$ cat src/rtl/pipelined_adder_nbit.sv
// Pipelined N-bit adder with a valid/ready streaming interface.
// The carry chain is cut into NUM_STAGES equal slices. Stage k adds slice k
// with the carry registered by stage k-1. Upper operand slices are delayed
// (skewed) so they reach their stage together with their carry. Lower result
// slices are delayed (deskewed) so the full sum reaches the output aligned.
// A single global enable stalls every register whenever the output is held.
//
// Parameters:
//   NUM_BITS   operand/sum width, a multiple of NUM_STAGES
//   NUM_STAGES pipeline depth, 1..NUM_BITS
//   SIGNED_OVF 0: overflow = carry out of MSB, 1: two's-complement overflow
// Ports:
//   clk, rst            rising-edge clock, synchronous active-high reset
//   in_valid/in_ready   operand handshake (in_ready depends on out_* only)
//   a, b, carry_in      operands and carry into bit 0
//   out_valid/out_ready result handshake
//   sum, overflow       registered result, held while stalled
module pipelined_adder_nbit #(
  parameter int unsigned NUM_BITS   = 16,
  parameter int unsigned NUM_STAGES = 4,
  parameter bit          SIGNED_OVF = 1'b0
) (
  input  logic                clk,
  input  logic                rst,
  input  logic                in_valid,
  output logic                in_ready,
  input  logic [NUM_BITS-1:0] a,
  input  logic [NUM_BITS-1:0] b,
  input  logic                carry_in,
  output logic                out_valid,
  input  logic                out_ready,
  output logic [NUM_BITS-1:0] sum,
  output logic                overflow
);

  localparam int unsigned SLICE = NUM_BITS / NUM_STAGES;
  localparam int unsigned LAST  = NUM_STAGES - 1;

  logic                  en;
  logic [NUM_STAGES-1:0] valid_q;
  logic [NUM_STAGES-1:0] valid_d;
  logic [NUM_STAGES-1:0] carry_q;
  logic [NUM_STAGES-1:0] carry_d;

  // Global stall: everything advances unless a result is waiting unaccepted.
  assign en        = !out_valid || out_ready;
  assign in_ready  = en;
  assign out_valid = valid_q[LAST];
  // The last stage's carry register holds the selected overflow flavour.
  assign overflow  = carry_q[LAST];

  // Per-stage valid and carry registers.
  always_ff @(posedge clk) begin
    if (rst) begin
      valid_q <= '0;
      carry_q <= '0;
    end else if (en) begin
      valid_q <= valid_d;
      carry_q <= carry_d;
    end
  end

  for (genvar k = 0; k < NUM_STAGES; k++) begin : g_stage
    localparam int unsigned LEAD  = k;
    localparam int unsigned DEPTH = NUM_STAGES - k;

    logic [SLICE-1:0] op_a;
    logic [SLICE-1:0] op_b;
    logic [SLICE-1:0] slice_sum;
    logic             c_in;
    logic             slice_cout;
    logic [SLICE-1:0] res_q [DEPTH];

    if (k == 0) begin : g_head
      // First slice comes straight from the ports.
      assign op_a       = a[SLICE-1:0];
      assign op_b       = b[SLICE-1:0];
      assign c_in       = carry_in;
      assign valid_d[0] = in_valid;
    end else begin : g_skew
      logic [SLICE-1:0] skew_a [LEAD];
      logic [SLICE-1:0] skew_b [LEAD];

      // Delay this slice's operands by k cycles to meet its carry.
      always_ff @(posedge clk) begin
        if (rst) begin
          for (int unsigned i = 0; i < LEAD; i++) begin
            skew_a[i] <= '0;
            skew_b[i] <= '0;
          end
        end else if (en) begin
          skew_a[0] <= a[k*SLICE +: SLICE];
          skew_b[0] <= b[k*SLICE +: SLICE];
          for (int unsigned i = 1; i < LEAD; i++) begin
            skew_a[i] <= skew_a[i-1];
            skew_b[i] <= skew_b[i-1];
          end
        end
      end

      assign op_a       = skew_a[LEAD-1];
      assign op_b       = skew_b[LEAD-1];
      assign c_in       = carry_q[k-1];
      assign valid_d[k] = valid_q[k-1];
    end

    // Slice adder.
    assign {slice_cout, slice_sum} = {1'b0, op_a} + {1'b0, op_b} + {{SLICE{1'b0}}, c_in};

    if (k == LAST && SIGNED_OVF) begin : g_sovf
      // Carry into the MSB is recovered as a ^ b ^ sum at that bit.
      assign carry_d[k] = slice_cout ^ (op_a[SLICE-1] ^ op_b[SLICE-1] ^ slice_sum[SLICE-1]);
    end else begin : g_cout
      assign carry_d[k] = slice_cout;
    end

    // Result slice plus deskew delay up to the output stage.
    always_ff @(posedge clk) begin
      if (rst) begin
        for (int unsigned i = 0; i < DEPTH; i++) begin
          res_q[i] <= '0;
        end
      end else if (en) begin
        res_q[0] <= slice_sum;
        for (int unsigned i = 1; i < DEPTH; i++) begin
          res_q[i] <= res_q[i-1];
        end
      end
    end

    assign sum[k*SLICE +: SLICE] = res_q[DEPTH-1];
  end

endmodule

$ cat config.mk
export PLATFORM = sky130hd
export DESIGN_NAME = pipelined_adder_nbit
export DESIGN_NICKNAME = d
export VERILOG_FILES = /design/src/rtl/pipelined_adder_nbit.sv
export SDC_FILE = /design/constraint.sdc
export NUM_CORES = 1
export LEC_CHECK = 0
export CAP_MARGIN = 5
export CORE_MARGIN = 3
export CORE_UTILIZATION = 55
export DETAILED_ROUTE_END_ITERATION = 12
export HOLD_SLACK_MARGIN = 0.1
export MAX_ROUTING_LAYER = met4
export PLACE_DENSITY = 0.8
export REMOVE_ABC_BUFFERS = 1
export SLEW_MARGIN = 25
export SYNTH_ARGS = -nofsm -noshare
export SYNTH_HDL_FRONTEND = slang
export SYNTH_SLANG_ARGS = --single-unit
$ cat constraint.sdc
create_clock -name clk -period 7.3 [get_ports clk]
set_input_delay 2.19 -clock clk [delete_from_list [all_inputs] [get_ports clk]]
set_output_delay 2.19 -clock clk [all_outputs]
set_load 0.01 [all_outputs]
; ---- Word-level counts from Yosys, hierarchy flattened
; Memory sizes are Yosys's and may differ from the RTL's.
; Cells that the tools add are included.
[totals]
mem_bits_rw = 88
regBits = 8
n_memories = 10
out_inout_bits = 19
wordCells = 74
[memory_table]
columns = name, words, width, read_ports, rd_ports_with_merged_regs, write_ports, line
row1 = g_stage[0].res_q, 4, 4, 4, 0, 4, 72  ; logic [SLICE-1:0] res_q [DEPTH];
row2 = g_stage[1].res_q, 3, 4, 3, 0, 3, 72
row3 = g_stage[3].g_skew.skew_a, 3, 4, 3, 0, 3, 81  ; logic [SLICE-1:0] skew_a [LEAD];
row4 = g_stage[3].g_skew.skew_b, 3, 4, 3, 0, 3, 82  ; logic [SLICE-1:0] skew_b [LEAD];
row5 = g_stage[2].g_skew.skew_a, 2, 4, 2, 0, 2, 81
row6 = g_stage[2].g_skew.skew_b, 2, 4, 2, 0, 2, 82
row7 = +4 memories, --, --, --, --, --, --
[classes]
mux = 30
bitwise = 19
reduce_logical = 5
n_addsub = 8
[ops]
columns = op, n
row1 = 4-bit two-way mux, 22
row2 = 4-bit by 4-bit adder with 5-bit output, 4
row3 = 5-bit by 1-bit adder with 5-bit output, 4
row4 = 1-bit bitwise OR, 19
row5 = 4-bit OR reduction, 3
row6 = 1-bit two-way mux, 8
row7 = 1-bit zero test, 1
row8 = 1-bit logical OR, 1

; ---- Longest topological paths before layout
[logic_depth]
depth_word = 7
ltp_mapped = 6
ltp_nobuf = 6

; ---- Least setup slack after synthesis
; Ideal clock, no wire load.
[synth_path]
path_type = input to register
start = input port rst
end = memory g_stage[0].res_q[0][0] (netlist bit), enable pin
t_arrival_ns = 4.060
setup_slack_ns = 2.392
path_stages = 4
setup_time_ns = 0.847
path_buffers = 2
t_required_ns = 6.453
path_cell_list = buf_6 inv_4 clkbuf_1 nand2_1
[synth_rtl]
columns = element, line
row1 = start: declaration, 24  ; input logic rst,
row2 = end: declaration, 72

; ---- Worst setup path in the final report
[layout_path]
start = input port out_ready
end = output port in_ready
[layout_between]
elab_chain_len = 1
[layout_rtl]
columns = element, line
row1 = start: declaration, 31  ; input logic out_ready,
row2 = 1-bit logical OR, 46  ; assign en = !out_valid || out_ready;
row3 = end: declaration, 26  ; output logic in_ready,
; No other way between the ends.

==> metrics.txt <==
outcome=finished, final reports clean; Async SR Flop Fraction=0%; Worst slew margin=between 50% and 60%; area added between synthesis and finish=15.50%; post-layout minimum cycle time=5763 ps; Total Power=1.018 mW; #FFs+latches synth=96; first-pass GRT wire length=approximately 11000 um; R2R depth=6; PostCTS Resize Cnt=0; total gr overflow=0; hold crit path type=register to register; HPWL after DPL=~4100 um; die area=around 0.009 mm^2; Finished Layout Cells=approximately 450; largest net degree at the start of global routing=89; Crit path arrival time=between 3000 and 4000 ps; most common cell in the netlist=edfxtp_1; Post-Syn Instances=between 300 and 400; hold buffer count at CTS=0; Mapped Area=between 0.004 and 0.005 mm^2; Initial DRC Count=210; end point of the worst hold path=valid_q[1]$_SDFFE_PP0P_; Setup Skew=between 8 and 9 ps; Reg2Reg Launch Point=carry_q[2]$_SDFFE_PP0P_; placed insts=429; clock tree buffer depth=2; Int Pwr=roughly 0.8 mW; # DRC=0; Initial Utilization=57.39%; syn_area_per_cell=between 10 and 15 um^2; share of layout cells above drive strength 1=roughly 6.4%; Final ANT Viol Nets=0; Final Hold Fails=0; Root Driver=clkbuf_8; VDD IR max=around 0.12 mV; final max-slew violation count=0; R2R Path End=carry_q[3]$_SDFFE_PP0P_; Max Fclk=between 0.15 and 0.2 GHz; CP startpoint kind=primary input; All-Layer GR Usage=16.45%; drt wl/cell=between 10 and 15 um; critical hold path startpoint=valid_q[1]$_SDFFE_PP0P_; post-synth cell types=29; Seq/Total Area, Yosys=roughly two thirds; Power Dens Cells=roughly 210 mW/mm^2; Cell Area, Placed=roughly 0.0047 mm^2; CTS clk-pin slew, worst paths=roughly 80 ps; Place WS=between 1500 and 2000 ps; internal reg-to-reg setup slack=5340 ps; Yosys warnings=0; Worst Path Required=between 5000 and 6000 ps; vias in the first global route=roughly 2200; Seq pwr share=62.9%; final worst path period share=about four fifths; synth top area cells=edfxtp_1 62%, and3_1 11%, dfxtp_1 3.8%, fa_1 3.8%, ha_1 3.6%; predominant post-synthesis flop cell=edfxtp_1; hold depth=2; Maximum Capacitance Violations=0; Routed Wire Length=around 6700 um; unrepaired setup endpoints after global routing=false; Max FO, Critical Path=11; Die Y=about 94 um; Worst Tran Pin Value=approximately 670 ps; WHS=roughly 460 ps; First-pass DRT Iterations=4; Synth top area share=between 60 and 70%; diodes inserted=0; TritonCTS clock tree=built; Vias/cell=~5.3; Skew-Pair Late Insertion Delay=360 ps; nets=398; utilization after layout=between 60% and 70%; CORE AREA=between 0.007 and 0.008 mm^2; net switching power=about 0.22 mW; Post-CTS Setup Inserts=0; post-route cell area=about 0.0049 mm^2; Cell Rows=31; Port Buffers=55; clock sinks=96; commonest cells in the netlist=88 x edfxtp_1, 76 x and3_1, 15 x inv_1; initial antenna violation count=0; global placement routability congestion=between 0.8 and 0.9; via count=2380; TNS Setup=0 ps; number of enable flip-flop cells after synthesis=88; CP Capture Type=primary output; # H-tree levels=3; Leak=~2.2 nW; Net Sw Frac=21.37%; # IOs=56; combinational share of power=roughly 8.8%; Yosys top cell by area=edfxtp_1; die width=roughly 94 um; power share of the clock group=approximately 28%; final setup margin=roughly 1500 ps; Inserted Clock Buffers=9; critical path class=primary input to primary output; Setup Viol. Count Final=0
-- worst max path at each step --
stage,start,end,slack [ps],cells after the start
global route,out_ready,in_ready,1480,4
finish,out_ready,in_ready,1540,4
CTS,out_ready,in_ready,1570,4
global placement,out_ready,in_ready,1570,4
detailed placement,out_ready,in_ready,1570,4
floorplan,rst,g_stage[0].res_q[0][0]$_SDFFCE_PN0P_,2470,2
-- area by class of cell --
type	count	area [um^2]
Tap cell	99	123.9
Fill cell	545	2485
Clock inverter	6	26.28
Sequential cell	96	2803
Timing Repair Buffer	56	558.0
Clock buffer	10	127.6
Multi-Input combinational cell	161	1177
Inverter	17	68.82
-- power groups by stage --
stage / clock network [mW] / registers [mW] / logic [mW]
floorplan: 0 / 0.654 / 0.0438
global placement: 0 / 0.652 / 0.0850
detailed placement: 0 / 0.654 / 0.0893
CTS: 0.292 / 0.641 / 0.0898
global route: 0.317 / 0.644 / 0.0992
finish: 0.288 / 0.641 / 0.0893
-- registers in the layout, summed over array words and instances, names as in the netlist --
register,cells
carry_q,4
g_stage.g_skew.skew_a,24
g_stage.g_skew.skew_b,24
g_stage.res_q,40
valid_q,4
-- cell usage in the layout (no fill, tap or decap), drive strengths merged --
cell,count
edfxtp,88
and3,76
clkdlybuf4s50,55
inv,17
nor2,14
ha,12
a21oi,11
clkbuf,10
fa,8
dfxtp,8
nand2,8
nor2b,7
clkinv,6
nor3,4
o21ai,4
nand3,3
a21o,3
a211oi,3
or3,2
mux2i,2
nand3b,2
xnor2,1
nor3b,1
buf,1
-- logic make-up (layout without fill, tap and decap cells) --
| kind of cell | after synthesis | after routing | synth area share (%) |
|---|---|---|---|
| xor+xnor | 1 | 1 | 0.2071 |
| fa+ha+maj | 20 | 20 | 7.337 |
| simple gates | 117 | 117 | 16.60 |
| buf+inv | 45 | 89 | 6.272 |
| mux | 2 | 2 | 0.4734 |
| compound gates | 21 | 21 | 2.840 |
| flops | 96 | 96 | 66.27 |
-- per-layer routing --
| metal | GRT usage [%] | wire length (um) |
|---|---|---|
| met1 | 20.43 | 2809 |
| met3 | 4.647 | 319 |
| met5 | - | 0 |
| met2 | 26.20 | 3420 |
| met4 | 5.656 | 120 |
-- critical path, stage by stage --
cell and delay, ps:
clkdlybuf4s50_1 440, nor2b_4 390, inv_4 60, clkdlybuf4s50_1 480
No activity file was read; power rests on OpenSTA's default activity.
